$ cat src/rtl/decoder_scan_seq_if.sv
// Select-sequencer bus: control inputs from the controller, registered selects back.
interface decoder_scan_seq_if #(
    parameter int unsigned ADDR_W  = 5,
    parameter int unsigned NUM_OUT = 32,
    parameter int unsigned DWELL_W = 8
);
    logic               enable;
    logic [1:0]         mode;
    logic               load;
    logic [ADDR_W-1:0]  A;
    logic [DWELL_W-1:0] dwell;
    logic [NUM_OUT-1:0] Dout;
    logic [ADDR_W-1:0]  cur_addr;
    logic               valid;
    logic               wrap;
    logic               done;

    modport master (
        output enable, mode, load, A, dwell,
        input  Dout, cur_addr, valid, wrap, done
    );

    modport slave (
        input  enable, mode, load, A, dwell,
        output Dout, cur_addr, valid, wrap, done
    );
endinterface

$ cat src/rtl/decoder_scan_seq.sv
// Registered one-hot decoder with direct, scan-up, scan-down and single-sweep sequencing,
// each address held for dwell+1 cycles.
module decoder_scan_seq #(
    parameter int unsigned ADDR_W  = 5,
    parameter int unsigned NUM_OUT = 32,
    parameter int unsigned DWELL_W = 8
) (
    input  logic               clk,
    input  logic               rst_n,
    decoder_scan_seq_if.slave  bus
);
    localparam int unsigned       LAST   = NUM_OUT - 1;
    localparam logic [ADDR_W-1:0] LAST_A = ADDR_W'(LAST);

    localparam logic [1:0] M_DIRECT = 2'b00;
    localparam logic [1:0] M_UP     = 2'b01;
    localparam logic [1:0] M_DOWN   = 2'b10;
    localparam logic [1:0] M_SWEEP  = 2'b11;

    typedef enum logic [1:0] {ST_IDLE, ST_RUN, ST_DONE} state_t;

    state_t             state;
    logic [1:0]         mode_q;
    logic [ADDR_W-1:0]  addr_q;
    logic [DWELL_W-1:0] dwell_cnt;
    logic [DWELL_W-1:0] dwell_q;
    logic [NUM_OUT-1:0] dout_q;
    logic               valid_q;
    logic               wrap_q;
    logic               done_q;

    logic [ADDR_W-1:0]  adv_addr;
    logic               adv_wrap;
    logic               adv_end;

    // Out-of-range addresses decode to all-zero.
    function automatic logic [NUM_OUT-1:0] onehot(input logic [ADDR_W-1:0] a);
        logic [NUM_OUT-1:0] v;
        v = '0;
        for (int unsigned i = 0; i < NUM_OUT; i++) begin
            if (32'(a) == i) v[i] = 1'b1;
        end
        return v;
    endfunction

    // Next address when the dwell expires in the current mode.
    always_comb begin
        adv_addr = addr_q;
        adv_wrap = 1'b0;
        adv_end  = 1'b0;
        case (mode_q)
            M_UP: begin
                if (32'(addr_q) >= LAST) begin
                    adv_addr = '0;
                    adv_wrap = 1'b1;
                end else begin
                    adv_addr = addr_q + ADDR_W'(1);
                end
            end
            M_DOWN: begin
                if (addr_q == '0) begin
                    adv_addr = LAST_A;
                    adv_wrap = 1'b1;
                end else if (32'(addr_q) > LAST) begin
                    adv_addr = LAST_A;
                end else begin
                    adv_addr = addr_q - ADDR_W'(1);
                end
            end
            M_SWEEP: begin
                if (addr_q == LAST_A) begin
                    adv_end = 1'b1;
                end else if (32'(addr_q) > LAST) begin
                    adv_addr = '0;
                end else begin
                    adv_addr = addr_q + ADDR_W'(1);
                end
            end
            default: ;
        endcase
    end

    // Sequencer state and registered selects; disable freezes everything but blanks outputs.
    always_ff @(posedge clk or negedge rst_n) begin
        if (!rst_n) begin
            state     <= ST_IDLE;
            mode_q    <= M_DIRECT;
            addr_q    <= '0;
            dwell_cnt <= '0;
            dwell_q   <= '0;
            dout_q    <= '0;
            valid_q   <= 1'b0;
            wrap_q    <= 1'b0;
            done_q    <= 1'b0;
        end else if (!bus.enable) begin
            dout_q  <= '0;
            valid_q <= 1'b0;
            wrap_q  <= 1'b0;
        end else begin
            wrap_q <= 1'b0;
            mode_q <= bus.mode;
            if (bus.load) begin
                state     <= ST_RUN;
                addr_q    <= bus.A;
                dwell_cnt <= '0;
                dwell_q   <= bus.dwell;
                done_q    <= 1'b0;
                dout_q    <= onehot(bus.A);
                valid_q   <= |onehot(bus.A);
            end else if (state == ST_RUN) begin
                if (bus.mode != mode_q) begin
                    dwell_cnt <= '0;
                    dout_q    <= onehot(addr_q);
                    valid_q   <= |onehot(addr_q);
                end else if (mode_q == M_DIRECT || dwell_cnt != dwell_q) begin
                    if (mode_q != M_DIRECT) dwell_cnt <= dwell_cnt + DWELL_W'(1);
                    dout_q  <= onehot(addr_q);
                    valid_q <= |onehot(addr_q);
                end else if (adv_end) begin
                    state     <= ST_DONE;
                    done_q    <= 1'b1;
                    dwell_cnt <= '0;
                    dout_q    <= '0;
                    valid_q   <= 1'b0;
                end else begin
                    addr_q    <= adv_addr;
                    wrap_q    <= adv_wrap;
                    dwell_cnt <= '0;
                    dwell_q   <= bus.dwell;
                    dout_q    <= onehot(adv_addr);
                    valid_q   <= |onehot(adv_addr);
                end
            end else begin
                dout_q  <= '0;
                valid_q <= 1'b0;
            end
        end
    end

    assign bus.Dout     = dout_q;
    assign bus.cur_addr = addr_q;
    assign bus.valid    = valid_q;
    assign bus.wrap     = wrap_q;
    assign bus.done     = done_q;
endmodule
$ cat src/flat_wrapper.sv
// flat-port wrapper written by rule: the top's interface ports become plain ports
module decoder_scan_seq_flat 
#(
    parameter int unsigned ADDR_W  = 5,
    parameter int unsigned NUM_OUT = 32,
    parameter int unsigned DWELL_W = 8
)
  (clk, rst_n, bus_enable, bus_mode, bus_load, bus_A, bus_dwell, bus_Dout, bus_cur_addr, bus_valid, bus_wrap, bus_done);
  decoder_scan_seq_if #(.ADDR_W(ADDR_W), .NUM_OUT(NUM_OUT), .DWELL_W(DWELL_W)) bus_i ();
  input  logic clk;
  input  logic rst_n;
  input wire logic [$bits(bus_i.enable)-1:0] bus_enable;
  input wire logic [$bits(bus_i.mode)-1:0] bus_mode;
  input wire logic [$bits(bus_i.load)-1:0] bus_load;
  input wire logic [$bits(bus_i.A)-1:0] bus_A;
  input wire logic [$bits(bus_i.dwell)-1:0] bus_dwell;
  output wire logic [$bits(bus_i.Dout)-1:0] bus_Dout;
  output wire logic [$bits(bus_i.cur_addr)-1:0] bus_cur_addr;
  output wire logic [$bits(bus_i.valid)-1:0] bus_valid;
  output wire logic [$bits(bus_i.wrap)-1:0] bus_wrap;
  output wire logic [$bits(bus_i.done)-1:0] bus_done;
  assign bus_i.enable = bus_enable;
  assign bus_i.mode = bus_mode;
  assign bus_i.load = bus_load;
  assign bus_i.A = bus_A;
  assign bus_i.dwell = bus_dwell;
  assign bus_Dout = bus_i.Dout;
  assign bus_cur_addr = bus_i.cur_addr;
  assign bus_valid = bus_i.valid;
  assign bus_wrap = bus_i.wrap;
  assign bus_done = bus_i.done;
  decoder_scan_seq #(.ADDR_W(ADDR_W), .NUM_OUT(NUM_OUT), .DWELL_W(DWELL_W)) u_core (.clk(clk), .rst_n(rst_n), .bus(bus_i));
endmodule
$ cat config.mk
export PLATFORM = sky130hd
export DESIGN_NAME = decoder_scan_seq_flat
export DESIGN_NICKNAME = d
export VERILOG_FILES = /design/src/rtl/decoder_scan_seq_if.sv /design/src/rtl/decoder_scan_seq.sv /design/src/flat_wrapper.sv
export SDC_FILE = /design/constraint.sdc
export NUM_CORES = 1
export LEC_CHECK = 0
export CORE_ASPECT_RATIO = 0.5
export CORE_MARGIN = 2
export CORE_UTILIZATION = 45
export CTS_BUF_LIST = sky130_fd_sc_hd__clkbuf_8
export DETAILED_ROUTE_END_ITERATION = 12
export GPL_TIMING_DRIVEN = 0
export PLACE_DENSITY = 0.69
export SYNTH_ARGS = -nofsm -noshare
export SYNTH_HDL_FRONTEND = slang
export SYNTH_SLANG_ARGS = --single-unit
$ cat constraint.sdc
create_clock -name clk -period 7.38 [get_ports clk]
set_input_delay 1.107 -clock clk [delete_from_list [all_inputs] [get_ports clk]]
set_output_delay 1.107 -clock clk [all_outputs]
set_load 0.01 [all_outputs]
# [Word-level counts from Yosys, hierarchy flattened]
# Cells that the tools add are included.
[totals] output_inout_bits=40 elab_cells=821 mem_bits_ro=0 n_memories=0 latchBits=0 register_bits=60 ramBits=0
[classes] shifts=0 div=0 bitwise=0 n_addsub=3 order_cmp=1 reduce_logical=15 muxes=690 n_eq_ne=103 multipliers=0
[ops] operator="$mux 1" count=659
[ops] operator="$eq 5x5->1 const B" count=48
[ops] operator="$mux 32" count=6
[ops] operator="$reduce_or 32->1" count=4
[ops] operator="$eq 5x4->1 const B" count=24
[ops] operator="$mux 8" count=10
[ops] operator="$eq 5x3->1 const B" count=12
[ops] operator="$mux 5" count=8
[ops] operator="$eq 5x2->1 const B" count=6
[ops] operator="$eq 5x1->1 const B" count=3
[ops] operator="$logic_not 5->1" count=3
[ops] operator="$pmux 5 s3" count=1
[ops] operator="$mux 2" count=5
[ops] operator="$reduce_and 5->1" count=2
[ops] operator="$add 8x1->8 const B" count=1
[ops] operator="$ne 8x8->1" count=1
[ops] operator="$ne 2x2->1 const B" count=3
[ops] operator="$reduce_bool 2->1" count=3
[ops] operator="$add 5x1->5 const B" count=1
[ops] operator="$ge 5x5->1 const B" count=1
[ops] operator="$sub 5x1->5 const B" count=1
[ops] operator="$eq 2x1->1 const B" count=2
[ops] operator="$eq 2x2->1 const B" count=2
[ops] operator="$ne 4x3->1 const B" count=1
[ops] operator="other kinds (5)" count=5

# [Depth between registers and ports, before layout]
[logic_depth] depth_word=18 mapped_depth=11 mapped_depth_nobuf=10

# [Worst setup path before layout]
# OpenSTA, ideal clock, no wires.
[synth_timing] kind="in2reg" startpoint="in bus_mode[0]" endpoint="reg u_core.addr_q[1], in the netlist u_core.bus.cur_addr[1]" arrival_time_ns=2.671 cell_stages=7 path_slack_ns=4.584 setup_ns=0.125 t_required_ns=7.255 path_cell_list="xnor2_1 -> nand2_1 -> or2_2 -> clkbuf_1 -> o31ai_4 -> buf_6 -> mux2_2"
[synth_via] elab_chain_len=3
[synth_rtl] item="start: declaration" line_no="flat_wrapper.sv:13" rtl="input wire logic [$bits(bus_i.mode)-1:0] bus_mode;"
[synth_rtl] item="$ne 2x2->1" line_no="decoder_scan_seq.sv:111" rtl="if (bus.mode != mode_q) begin"
[synth_rtl] item="$ne 2x2->1 (no line)"
[synth_rtl] item="$reduce_and 5->1 (no line)"
[synth_rtl] item="end signal: assignment" line_no="decoder_scan_seq.sv:104" rtl="addr_q <= bus.A;"
[synth_rtl] item="end signal: assignment" line_no="decoder_scan_seq.sv:126" rtl="addr_q <= adv_addr;"
[synth_rtl] item="end: declaration" line_no="decoder_scan_seq.sv:24" rtl="logic [ADDR_W-1:0] addr_q;"
# No other way between the ends.
# A chain may end at the register's enable or synchronous reset.

# [Worst setup path in the final report]
# Ends and elaborated chain as after synthesis.

==> results.py <==
metrics = {
    "outcome": {
        "run_status": "complete, no violations",
    },
    "final_layout": {
        "ff_latch_area_um2": 1480,
        "layout.filler_cells": 724,
        "syn_to_final_growth_pct": 26.1,
        "final_nets": 480,
        "instances_no_fill": 564,
        "finish.instance_area_um2": 4550,
        "n_antenna_cell": 0,
        "final_layout_size_suffix_gt1_frac": 0.113,
        "area_occupied_by_multi_input_gates_um2": 2020,
        "utilization": 0.578,
    },
    "timing": {
        "period_needed_ns": 3.27,
        "hold_violations": 0,
        "period_utilisation_layout": 0.442,
        "fin_tns_setup_ns": 0,
        "postLayoutSetupSlackWorst_ns": 4.11,
        "slew_violations": 0,
        "skew_ns": 0.00566,
        "fmax_mhz": 306,
        "maxSlewHeadroom": 0.590,
        "timing_worst_slew_pin_value_ns": 0.614,
        "grt_setup_unrepaired": "false",
        "final-setup-viol-count": 0,
        "hold_ws_ns": 0.511,
    },
    "route": {
        "drt-initial-drc-count": 339,
        "first_pass_iters": 5,
        "remaining_drcs": 0,
        "ant_nets": 0,
        "route.detailed.wl_per_inst_um": 17.6,
        "vias_post_dr": 3298,
        "detail_route.vias_per_cell": 5.85,
        "drt_wl_total_um": 9950,
    },
    "clock_network": {
        "tritoncts": "done",
        "clk_slew_on_worst_s_h_paths_ns": 0.07,
        "ctsResizeCount": 0,
        "root_buffer": "sky130_fd_sc_hd__clkbuf_8",
        "clock_sink_count": 59,
        "hold_buffers": 0,
        "postCtsSetupBuffers": 0,
        "cts_bufs_inserted": 9,
        "clock_latency_of_the_later_clocked_register_in_the_worst_skew_pair_ns": 0.35,
        "clock_tree.buffer_depth": 2,
        "htree_num_levels": 3,
    },
    "place": {
        "place.port_buffers": 56,
        "gp_routability_congestion": 0.953,
        "preCtsSetupSlack_ns": 3.77,
        "dp_hpwl_um": 7480,
        "place_area_um2": 4330,
        "dp.cells": 548,
    },
    "power": {
        "power.density_nw_per_um2": 213,
        "power.share.sequential": 0.377,
        "total_power_mw": 0.972,
        "total_switching_power_mw": 0.315,
        "combinationalPowerShare": 0.282,
        "power.ir.vdd_worst_mv": 0.104,
        "cell_internal_pwr_mw": 0.657,
        "power_switching_share": 0.324,
        "power.share.clock": 0.341,
        "p_leak_nw": 1.84,
    },
    "logic_synthesis": {
        "asyncSetResetFlopFracSynth": 1.00,
        "synth_nets": 412,
        "yosys.cell_types.count": 69,
        "yosys_register_bits": 59,
        "synth-edff-count": 0,
        "synth_warnings": 0,
        "postSynth.topFlopCell": "sky130_fd_sc_hd__dfrtp_1",
        "cell_area_after_technology_mapping_um2": 3610,
        "synth.avg_cell_area_um2": 9.53,
        "seq_area_frac_synth": 0.409,
        "post_synth_inst_count": 379,
    },
    "grt": {
        "globalRouteTotalUtil": 0.240,
        "grt_first_pass_wirelength_um": 15700,
        "grt_max_degree": 37,
        "first_global_vias": 2958,
        "grt_antenna_before_repair": 0,
        "grt-ovfl-total": 0,
    },
    "setup_path": {
        "worstSetupStartpointType": "input pin",
        "arrival_ns": 3.51,
        "critical_path_required_ns": 7.62,
        "worst_stage_delay_on_the_critical_path_ns": 0.49,
        "library_cell_contributing_the_largest_single_delay_on_the_critical_path": "sky130_fd_sc_hd__clkdlybuf4s50_1",
        "critPathKind": "input pin to flip-flop",
        "worstPathMaxFanout": 10,
        "cpLargestDelayFamily": "buffers and inverters",
        "setup.worst_path.end_class": "flip-flop",
        "timing.critical_path.buf_inv": 3,
        "crit_path_cell_trace": "clkdlybuf4s50_1 -> xnor2_1 -> nand2_1 -> or2_2 -> clkbuf_1 -> o31ai_4 -> buf_6 -> mux2_2",
    },
    "floorplanning": {
        "placementRows": 23,
        "fp.dieW_um": 131,
        "io-pin-count": 59,
        "die-area_um2": 8800,
        "die_h_um": 67.4,
        "fp.coreArea_um2": 7890,
        "floorplan.initialDensity": 0.458,
    },
    "min_path": {
        "holdCritPathClass": "flip-flop to flip-flop",
    },
    "job": {
        "maxCapViolations": 0,
    },
}
## layer usage
metal	share of wire	GRT usage	up-vias
li1	-	-	1545
met1	0.49	0.352	1579
met2	0.40	0.330	161
met3	0.099	0.0816	13
met4	0.011	0.0718	0
met5	0	0	-
## cell usage after synthesis, types with 6 or more instances
master,count,area [um2]
sky130_fd_sc_hd__nor3_1,6,30.0
sky130_fd_sc_hd__nand3_1,10,50.1
sky130_fd_sc_hd__dfrtp_1,59,1480
sky130_fd_sc_hd__nor2b_1,15,93.8
sky130_fd_sc_hd__nor2_1,27,101
sky130_fd_sc_hd__mux2_2,11,124
sky130_fd_sc_hd__nand2_1,27,101
sky130_fd_sc_hd__a31oi_1,11,68.8
sky130_fd_sc_hd__ha_1,14,175
sky130_fd_sc_hd__a21oi_1,9,45.0
sky130_fd_sc_hd__o21ai_0,21,105
sky130_fd_sc_hd__nand2b_1,8,50.1
sky130_fd_sc_hd__and2_1,6,37.5
sky130_fd_sc_hd__clkbuf_1,12,45.0
sky130_fd_sc_hd__a32oi_1,15,131
sky130_fd_sc_hd__xor2_1,6,52.6
sky130_fd_sc_hd__inv_1,9,33.8
sky130_fd_sc_hd__o21ai_1,22,110
## layout make-up
type / count / area share
plain buffers: 18 / 0.0170
flip-flops and latches: 59 / 0.324
repair buffers: 57 / 0.126
inverters: 9 / 0.00742
clock buffers: 10 / 0.0302
clock inverters: 6 / 0.0195
well taps: 112 / 0.0308
multi-input cells: 293 / 0.445
## cell families after synthesis
logic type,after synthesis,synth area share
compound gates,114,0.222
xor+xnor,11,0.0267
fa+ha+maj,14,0.0485
buf+inv,27,0.0308
flops,59,0.409
mux,16,0.0492
simple gates,138,0.214
## sequential cells by signal, summed over array words and instances, names as in the netlist
register             cells
u_core.state             2
u_core.bus.Dout         32
u_core.dwell_cnt         8
u_core.bus.wrap          1
u_core.mode_q            2
u_core.bus.cur_addr      5
u_core.bus.valid         1
u_core.dwell_q           8
## final timing paths
path / startpoint / slack (ns) / cells past startpoint / to
hold / removal: u_core.dwell_q[7]$_DFFE_PN0P_ / 0.51 / 1 / u_core.dwell_q[7]$_DFFE_PN0P_
setup reg to reg: u_core.bus.cur_addr[0]$_DFFE_PN0P_ / 4.17 / 9 / u_core.bus.Dout[0]$_DFF_PN0_
min in group asynchronous: rst_n / 0.74 / 1 / u_core.mode_q[1]$_DFFE_PN0P_
hold reg to reg: u_core.dwell_q[7]$_DFFE_PN0P_ / 0.51 / 1 / u_core.dwell_q[7]$_DFFE_PN0P_
max in group asynchronous: rst_n / 6.06 / 2 / u_core.bus.Dout[19]$_DFF_PN0_
setup / recovery: bus_mode[0] / 4.11 / 8 / u_core.bus.cur_addr[1]$_DFFE_PN0P_
## cell usage in the layout, fill, tap and decap left out, types with 5 or more instances in the layout
master	n
sky130_fd_sc_hd__xor2_1	6
sky130_fd_sc_hd__nand2_1	27
sky130_fd_sc_hd__ha_1	14
sky130_fd_sc_hd__o21ai_1	22
sky130_fd_sc_hd__a21oi_1	9
sky130_fd_sc_hd__mux2_2	11
sky130_fd_sc_hd__clkdlybuf4s50_1	55
sky130_fd_sc_hd__dfrtp_1	59
sky130_fd_sc_hd__nor2b_1	15
sky130_fd_sc_hd__or2_2	5
sky130_fd_sc_hd__nor2_1	27
sky130_fd_sc_hd__a22o_1	5
sky130_fd_sc_hd__xnor2_1	5
sky130_fd_sc_hd__and3_1	5
sky130_fd_sc_hd__clkbuf_1	12
sky130_fd_sc_hd__nor3b_1	5
sky130_fd_sc_hd__a32oi_1	15
sky130_fd_sc_hd__o21ai_0	21
sky130_fd_sc_hd__and2_1	6
sky130_fd_sc_hd__a31oi_1	11
sky130_fd_sc_hd__nor3_1	6
sky130_fd_sc_hd__nand3_1	10
sky130_fd_sc_hd__inv_1	9
sky130_fd_sc_hd__clkbuf_8	10
sky130_fd_sc_hd__nand2b_1	8
## power groups by stage
stage / clock [mW] / sequential, mW / combinational, mW
floorplan: 0 / 0.373 / 0.168
global placement: 0 / 0.372 / 0.264
detailed placement: 0 / 0.373 / 0.266
CTS: 0.341 / 0.366 / 0.268
global route: 0.358 / 0.369 / 0.296
finish: 0.332 / 0.366 / 0.274
(Power assumes the default switching activity.)
